<file path="src/rtl/hanoi_engine_if.sv">
// Move-request handshake between the button front end (master) and the Hanoi game core (slave).
// The request is a single-cycle pulse. The core answers with a single-cycle ack/ok pair and holds busy while it scans.
interface hanoi_engine_if #(
   parameter int PW = 2
);
   logic          move_req;
   logic [PW-1:0] move_src;
   logic          move_dir;
   logic          move_ack;
   logic          move_ok;
   logic          busy;

   modport master (
      output move_req, move_src, move_dir,
      input  move_ack, move_ok, busy
   );

   modport slave (
      input  move_req, move_src, move_dir,
      output move_ack, move_ok, busy
   );
endinterface

</file>
<file path="src/rtl/hanoi_engine.sv">
// Tower-of-Hanoi game core: peg occupancy, sequential destination scan, move counter and win flag.
// A request moves the top disk of a source peg to the first legal peg found in the requested direction.
module hanoi_engine #(
   parameter int NUM_PEGS  = 4,
   parameter int NUM_DISKS = 4,
   parameter int CNT_W     = 16,
   parameter int WRAP      = 0,
   localparam int PW       = ($clog2(NUM_PEGS) < 1) ? 1 : $clog2(NUM_PEGS)
) (
   input  logic                          msclk,
   input  logic                          rst_n,
   input  logic                          restart,
   input  logic [PW-1:0]                 start_peg,
   hanoi_engine_if.slave                 mif,
   output logic [NUM_PEGS*NUM_DISKS-1:0] pegs,
   output logic [CNT_W-1:0]              move_count,
   output logic                          win
);

   typedef logic [NUM_DISKS-1:0] disk_vec_t;
   typedef disk_vec_t [NUM_PEGS-1:0] peg_arr_t;
   typedef enum logic {IDLE, SCAN} state_t;

   localparam logic [PW-1:0] LAST_PEG   = PW'(NUM_PEGS - 1);
   localparam peg_arr_t      RESET_PEGS = {{NUM_DISKS{1'b1}}, {((NUM_PEGS - 1) * NUM_DISKS){1'b0}}};

   // Peg indices are PW bits wide and may encode values past the last peg, so all lookups go through a decode loop.
   function automatic logic in_range(input logic [PW-1:0] idx);
      logic r;
      r = 1'b0;
      for (int p = 0; p < NUM_PEGS; p++) begin
         if (idx == PW'(p)) r = 1'b1;
      end
      return r;
   endfunction

   function automatic disk_vec_t peg_of(input peg_arr_t arr, input logic [PW-1:0] idx);
      disk_vec_t r;
      r = '0;
      for (int p = 0; p < NUM_PEGS; p++) begin
         if (idx == PW'(p)) r = arr[p];
      end
      return r;
   endfunction

   function automatic logic at_edge(input logic [PW-1:0] idx, input logic dir);
      return dir ? (idx == LAST_PEG) : (idx == '0);
   endfunction

   function automatic logic [PW-1:0] step(input logic [PW-1:0] idx, input logic dir);
      logic [PW-1:0] r;
      if (dir) r = (idx == LAST_PEG) ? '0 : idx + 1'b1;
      else     r = (idx == '0) ? LAST_PEG : idx - 1'b1;
      return r;
   endfunction

   state_t          state_q, state_d;
   logic [PW-1:0]   src_q, src_d;
   logic [PW-1:0]   cand_q, cand_d;
   logic            dir_q, dir_d;
   disk_vec_t       disk_q, disk_d;
   peg_arr_t        pegs_q, pegs_d;
   logic [CNT_W-1:0] count_q, count_d;
   logic            win_q, win_d;
   logic            busy_q, busy_d;
   logic            ack_q, ack_d;
   logic            ok_q, ok_d;

   disk_vec_t       src_peg, src_top, cand_peg;
   logic            cand_legal, scan_exhausted;
   logic [PW-1:0]   start_idx;

   always_comb begin
      state_d = state_q;
      src_d   = src_q;
      cand_d  = cand_q;
      dir_d   = dir_q;
      disk_d  = disk_q;
      pegs_d  = pegs_q;
      count_d = count_q;
      busy_d  = busy_q;
      ack_d   = 1'b0;
      ok_d    = 1'b0;
      // Win is judged on the already-committed state, so it rises one edge after the winning move.
      win_d   = win_q | ((pegs_q[0] == {NUM_DISKS{1'b1}}) && (count_q != '0));

      src_peg    = peg_of(pegs_q, mif.move_src);
      src_top    = src_peg & (~src_peg + 1'b1);
      cand_peg   = peg_of(pegs_q, cand_q);
      cand_legal = (cand_peg & (disk_q | (disk_q - 1'b1))) == '0;
      scan_exhausted = (WRAP == 0) ? at_edge(cand_q, dir_q) : (step(cand_q, dir_q) == src_q);
      start_idx  = in_range(start_peg) ? start_peg : LAST_PEG;

      if (restart) begin
         pegs_d = '0;
         for (int p = 0; p < NUM_PEGS; p++) begin
            if (start_idx == PW'(p)) pegs_d[p] = {NUM_DISKS{1'b1}};
         end
         count_d = '0;
         win_d   = 1'b0;
         busy_d  = 1'b0;
         state_d = IDLE;
      end else begin
         case (state_q)
            IDLE: begin
               if (mif.move_req) begin
                  if (win_q || !in_range(mif.move_src) || (src_peg == '0) ||
                      ((WRAP == 0) && at_edge(mif.move_src, mif.move_dir))) begin
                     ack_d = 1'b1;
                  end else begin
                     src_d   = mif.move_src;
                     dir_d   = mif.move_dir;
                     disk_d  = src_top;
                     cand_d  = step(mif.move_src, mif.move_dir);
                     busy_d  = 1'b1;
                     state_d = SCAN;
                  end
               end
            end
            SCAN: begin
               if (cand_legal) begin
                  for (int p = 0; p < NUM_PEGS; p++) begin
                     if (src_q == PW'(p))  pegs_d[p] = pegs_d[p] & ~disk_q;
                     if (cand_q == PW'(p)) pegs_d[p] = pegs_d[p] | disk_q;
                  end
                  if (count_q != {CNT_W{1'b1}}) count_d = count_q + 1'b1;
                  ack_d   = 1'b1;
                  ok_d    = 1'b1;
                  busy_d  = 1'b0;
                  state_d = IDLE;
               end else if (scan_exhausted) begin
                  ack_d   = 1'b1;
                  busy_d  = 1'b0;
                  state_d = IDLE;
               end else begin
                  cand_d = step(cand_q, dir_q);
               end
            end
            default: state_d = IDLE;
         endcase
      end
   end

   always_ff @(posedge msclk or negedge rst_n) begin
      if (!rst_n) begin
         state_q <= IDLE;
         src_q   <= '0;
         cand_q  <= '0;
         dir_q   <= 1'b0;
         disk_q  <= '0;
         pegs_q  <= RESET_PEGS;
         count_q <= '0;
         win_q   <= 1'b0;
         busy_q  <= 1'b0;
         ack_q   <= 1'b0;
         ok_q    <= 1'b0;
      end else begin
         state_q <= state_d;
         src_q   <= src_d;
         cand_q  <= cand_d;
         dir_q   <= dir_d;
         disk_q  <= disk_d;
         pegs_q  <= pegs_d;
         count_q <= count_d;
         win_q   <= win_d;
         busy_q  <= busy_d;
         ack_q   <= ack_d;
         ok_q    <= ok_d;
      end
   end

   assign pegs         = pegs_q;
   assign move_count   = count_q;
   assign win          = win_q;
   assign mif.move_ack = ack_q;
   assign mif.move_ok  = ok_q;
   assign mif.busy     = busy_q;

endmodule
</file>
<file path="src/flat_wrapper.sv">
// flat-port wrapper written by rule: the top's interface ports become plain ports
module hanoi_engine_flat 
#(
   parameter int NUM_PEGS  = 4,
   parameter int NUM_DISKS = 4,
   parameter int CNT_W     = 16,
   parameter int WRAP      = 0,
   localparam int PW       = ($clog2(NUM_PEGS) < 1) ? 1 : $clog2(NUM_PEGS)
)
  (msclk, rst_n, restart, start_peg, pegs, move_count, win, mif_move_req, mif_move_src, mif_move_dir, mif_move_ack, mif_move_ok, mif_busy);
  hanoi_engine_if mif_i ();
  input  logic msclk;
  input  logic rst_n;
  input  logic restart;
  input  logic [PW-1:0] start_peg;
  output logic [NUM_PEGS*NUM_DISKS-1:0] pegs;
  output logic [CNT_W-1:0] move_count;
  output logic win;
  input wire logic [$bits(mif_i.move_req)-1:0] mif_move_req;
  input wire logic [$bits(mif_i.move_src)-1:0] mif_move_src;
  input wire logic [$bits(mif_i.move_dir)-1:0] mif_move_dir;
  output wire logic [$bits(mif_i.move_ack)-1:0] mif_move_ack;
  output wire logic [$bits(mif_i.move_ok)-1:0] mif_move_ok;
  output wire logic [$bits(mif_i.busy)-1:0] mif_busy;
  assign mif_i.move_req = mif_move_req;
  assign mif_i.move_src = mif_move_src;
  assign mif_i.move_dir = mif_move_dir;
  assign mif_move_ack = mif_i.move_ack;
  assign mif_move_ok = mif_i.move_ok;
  assign mif_busy = mif_i.busy;
  hanoi_engine #(.NUM_PEGS(NUM_PEGS), .NUM_DISKS(NUM_DISKS), .CNT_W(CNT_W), .WRAP(WRAP)) u_core (.msclk(msclk), .rst_n(rst_n), .restart(restart), .start_peg(start_peg), .mif(mif_i), .pegs(pegs), .move_count(move_count), .win(win));
endmodule
</file>
<file path="config.mk">
export PLATFORM = sky130hd
export DESIGN_NAME = hanoi_engine_flat
export DESIGN_NICKNAME = d
export VERILOG_FILES = /design/src/rtl/hanoi_engine_if.sv /design/src/rtl/hanoi_engine.sv /design/src/flat_wrapper.sv
export SDC_FILE = /design/constraint.sdc
export NUM_CORES = 1
export LEC_CHECK = 0
export BUFFER_PORTS_ARGS = -buffer_cell sky130_fd_sc_hd__buf_2
export CAP_MARGIN = 30
export CORE_AREA = 2 2 84 86
export CTS_CLUSTER_SIZE = 30
export DETAILED_ROUTE_END_ITERATION = 12
export DIE_AREA = 0 0 86 88
export PLACE_DENSITY = 0.65
export SKIP_LAST_GASP = 1
export SLEW_MARGIN = 20
export SYNTH_ARGS = -nofsm -noshare
export SYNTH_HDL_FRONTEND = slang
export SYNTH_SLANG_ARGS = --single-unit
export TNS_END_PERCENT = 1
</file>
<file path="constraint.sdc">
create_clock -name msclk -period 3.73 [get_ports msclk]
set_input_delay 0.1865 -clock msclk [delete_from_list [all_inputs] [get_ports msclk]]
set_output_delay 0.1865 -clock msclk [all_outputs]
set_load 0.05 [all_outputs]
</file>
==> flow_summary_export.csv <==
group,metric,value,unit
power,power_leakage,1.421,nW
routing,avgViaCountPerCell,6.175,
logic_synthesis,synth_edf_count,0,
logic_synthesis,synth_compound_area_frac,0.2462,
worst_setup_path,arrival,3.20,ns
clocking,postCtsHoldBufs,1,
logic_synthesis,synthXorXnorAreaFrac,0.006058,
worst_setup_path,cp-start-kind,"register",
logic_synthesis,synthMuxAreaShare,0.04630,
logic_synthesis,synth_ff_type,"dfrtp_1",
worst_setup_path,path_cells,"inv_1 > ha_1 > nor2b_4 > a221oi_2 > nor3_1 > or4_4 > nor4_1 > mux2_2",
power,power_density,587.3,nW/um^2
clocking,clockBufferDepth,2,
logic_synthesis,netlist_instances,332,
sta,fin_skew,0.01023,ns
logic_synthesis,synthAdderAreaFrac,0.04327,
logic_synthesis,synth_top_area_frac,0.3635,
placed_design,hpwl,5659,um
grt,grt_antenna_before_repair,0,
clocking,cts_setup_buffers,0,
logic_synthesis,syn_area_per_cell,8.709,sq um
grt,grt_first_pass_wirelength,13140,um
sta,grt_setup_unrepaired,"no",
run_status,status,"finished, final reports clean",
clocking,htreeDepth,2,
placed_design,portBuffers,44,
logic_synthesis,synth_top_family_by_area,"compound AO/OA/AOI/OAI gates",
logic_synthesis,synth_seq_cells,46,
clocking,cts.reportedPaths.clkPinSlew,0.10,ns
power,ir_drop,0.0002508,V
cells_and_area,regArea,1156,sq um
sta,fin_tns_setup,0,ns
routing,drt_first_pass_iters,5,
routing,drt_iter0_markers,198,
logic_synthesis,ys_warn_count,0,
routing,drt-total-wl,7877,um
sta,max_freq,332.7,MHz
sta,hold_violations,0,
sta,post-route-period-util,0.8057,
die,start_util,0.4352,
clocking,cts_made_buffers,5,
sta,layout_setup_ws,0.7247,ns
worst_setup_path,path_buf_inv,1,
logic_synthesis,seq_area_frac_synth,0.3998,
die,die_h,88,um
cells_and_area,multi_input_area,1609,sq um
hold_path,hold_class,"in -> reg",
placed_design,place_congestion,0.8342,
cells_and_area,area_growth,13.28,%
routing,vias,2785,
sta,slew_headroom,0.5971,
worst_setup_path,worst_ep_required_time,3.92,ns
logic_synthesis,synth_common_cells,"dfrtp_1 (42), a21oi_1 (40), nand2_1 (36), o21ai_0 (27), nor2_1 (19)",
routing,drc_errors,0,
cells_and_area,fin_nets,389,
logic_synthesis,yosysTopAreaCell,"dfrtp_1",
grt,grt-ovfl-total,0,
logic_synthesis,synthMostInstantiatedCell,"dfrtp_1",
placed_design,pre_cts_ws,0.7630,ns
die,core,6644,sq um
clocking,clock_latency,0.31,ns
grt,grt_pass1_vias,2667,
die,row_count,30,
logic_synthesis,yosysUniqueCellTypes,48,
sta,finalMaxSlewViolations,0,
logic_synthesis,ys_top_cells_by_area,"dfrtp_1 (36%), a21oi_1 (6.9%), o311ai_0 (4.8%), nand2_1 (4.7%), o21ai_0 (4.7%)",
worst_setup_path,cp_slowest_cell,"or4_4",
logic_synthesis,syn_nets,351,
logic_synthesis,synth_area,2892,sq um
worst_setup_path,crit_fanout,49,
cells_and_area,diodes,0,
routing,postRouteAntennaNets,0,
clocking,cts_tree,"done",
worst_setup_path,crit_type,"reg -> reg",
routing,wl_per_cell,17.47,um
logic_synthesis,ys_async_sr_fraction,1.000,
die,dieArea,7568,sq um
worst_setup_path,critical-path-top-delay-family,"simple AND/OR/NAND/NOR gates",
sta,worst_pin_slew,0.6043,ns
job,maxCapViolCount,0,
cells_and_area,drive_gt1_frac,0.1995,
die,io_pins,45,
worst_setup_path,critical_path.endpoint_type,"register",
grt,grt.total_usage,0.2189,
worst_setup_path,slowest_delay,0.76,ns
cells_and_area,fillers,674,
sta,setup_viol,0,
clocking,cts_sinks,46,
sta,fin_crit,3.005,ns
clocking,cts_resized,0,
grt,grt_max_degree,50,
clocking,clock-root-buffer,"clkbuf_8",
logic_synthesis,synthSimpleGateAreaFrac,0.2146,
die,die_w,86,um
cells in the final DEF (no fill, tap or decap), drive strengths merged, types with 2 or more instances in the layout:
cell / instances
nand2: 36
o211ai: 4
a211oi: 3
nand3: 9
ha: 10
dfrtp: 42
a221oi: 2
or3: 5
o31ai: 4
mux2: 11
dfstp: 4
nor3: 7
a21oi: 40
nand4: 4
clkinvlp: 2
nand2b: 5
clkbuf: 5
o21ai: 27
or4: 6
nor2: 19
and3: 3
o311ai: 16
o31a: 4
o22a: 3
nor4: 6
buf: 47
inv: 15
nor2b: 15
per-layer routing:
metal | routed length (um) | GRT usage | vias to the layer above
met2 | 3867 | 0.3693 | 113
met1 | 3267 | 0.2760 | 1348
met5 | 0 | 0 | -
li1 | - | - | 1309
met3 | 551 | 0.04807 | 15
met4 | 190 | 0.08081 | 0
path summary, 6_finish.rpt:
path,start,cells past startpoint,end,slack [ns]
hold / removal,mif_move_src[1],3,u_core.src_q[1]$_DFFE_PN0P_,0.14
hold reg to reg,u_core.mif.busy$_DFFE_PN0P_,2,u_core.mif.busy$_DFFE_PN0P_,0.56
setup reg to reg,u_core.cand_q[1]$_DFFE_PN0P_,8,u_core.move_count[13]$_DFFE_PN0P_,0.72
max in group asynchronous,rst_n,3,u_core.win$_DFF_PN0_,2.91
min in group asynchronous,rst_n,2,asynchronous set/reset pin,0.33
setup / recovery,u_core.cand_q[1]$_DFFE_PN0P_,8,u_core.move_count[13]$_DFFE_PN0P_,0.72
logic make-up after synthesis:
family / Yosys count
fa+ha+maj: 10
xor+xnor: 2
simple gates: 120
compound gates: 111
flops: 46
mux: 12
buf+inv: 31
power breakdown:
part	internal (mW)	switching (mW)	leakage (nW)
Sequential	0.580	0.110	0.605
Clock	0.134	0.186	0.0408
Combinational	0.255	0.659	0.775
worst min-delay path: stages:
cell	delay, ns
buf_2	0.11
nand2_1	0.05
o21ai_0	0.06
per-stage QoR:
step	power, mW	std cells	hold slack (ns)	util	cell area (sq um)
after floorplan	1.408	332	-0.1091	-	2892
after global placement	1.582	441	0.4307	0.4746	3153
after detailed placement	1.597	442	0.1324	0.4776	3173
after CTS	1.926	451	0.1329	0.4930	3276
after global routing	2.067	451	0.1599	0.4930	3276
final	1.924	451	0.1376	0.4930	3276
layout make-up:
cell class                      instances  area share
Sequential cell                        46      0.3529
Multi-Input combinational cell        255      0.4912
Clock buffer                            5     0.02101
Timing Repair Buffer                   48     0.08098
Clock inverter                          3    0.007257
Inverter                               14     0.01604
Tap cell                               80     0.03056
No activity file was read; power rests on OpenSTA's default activity.
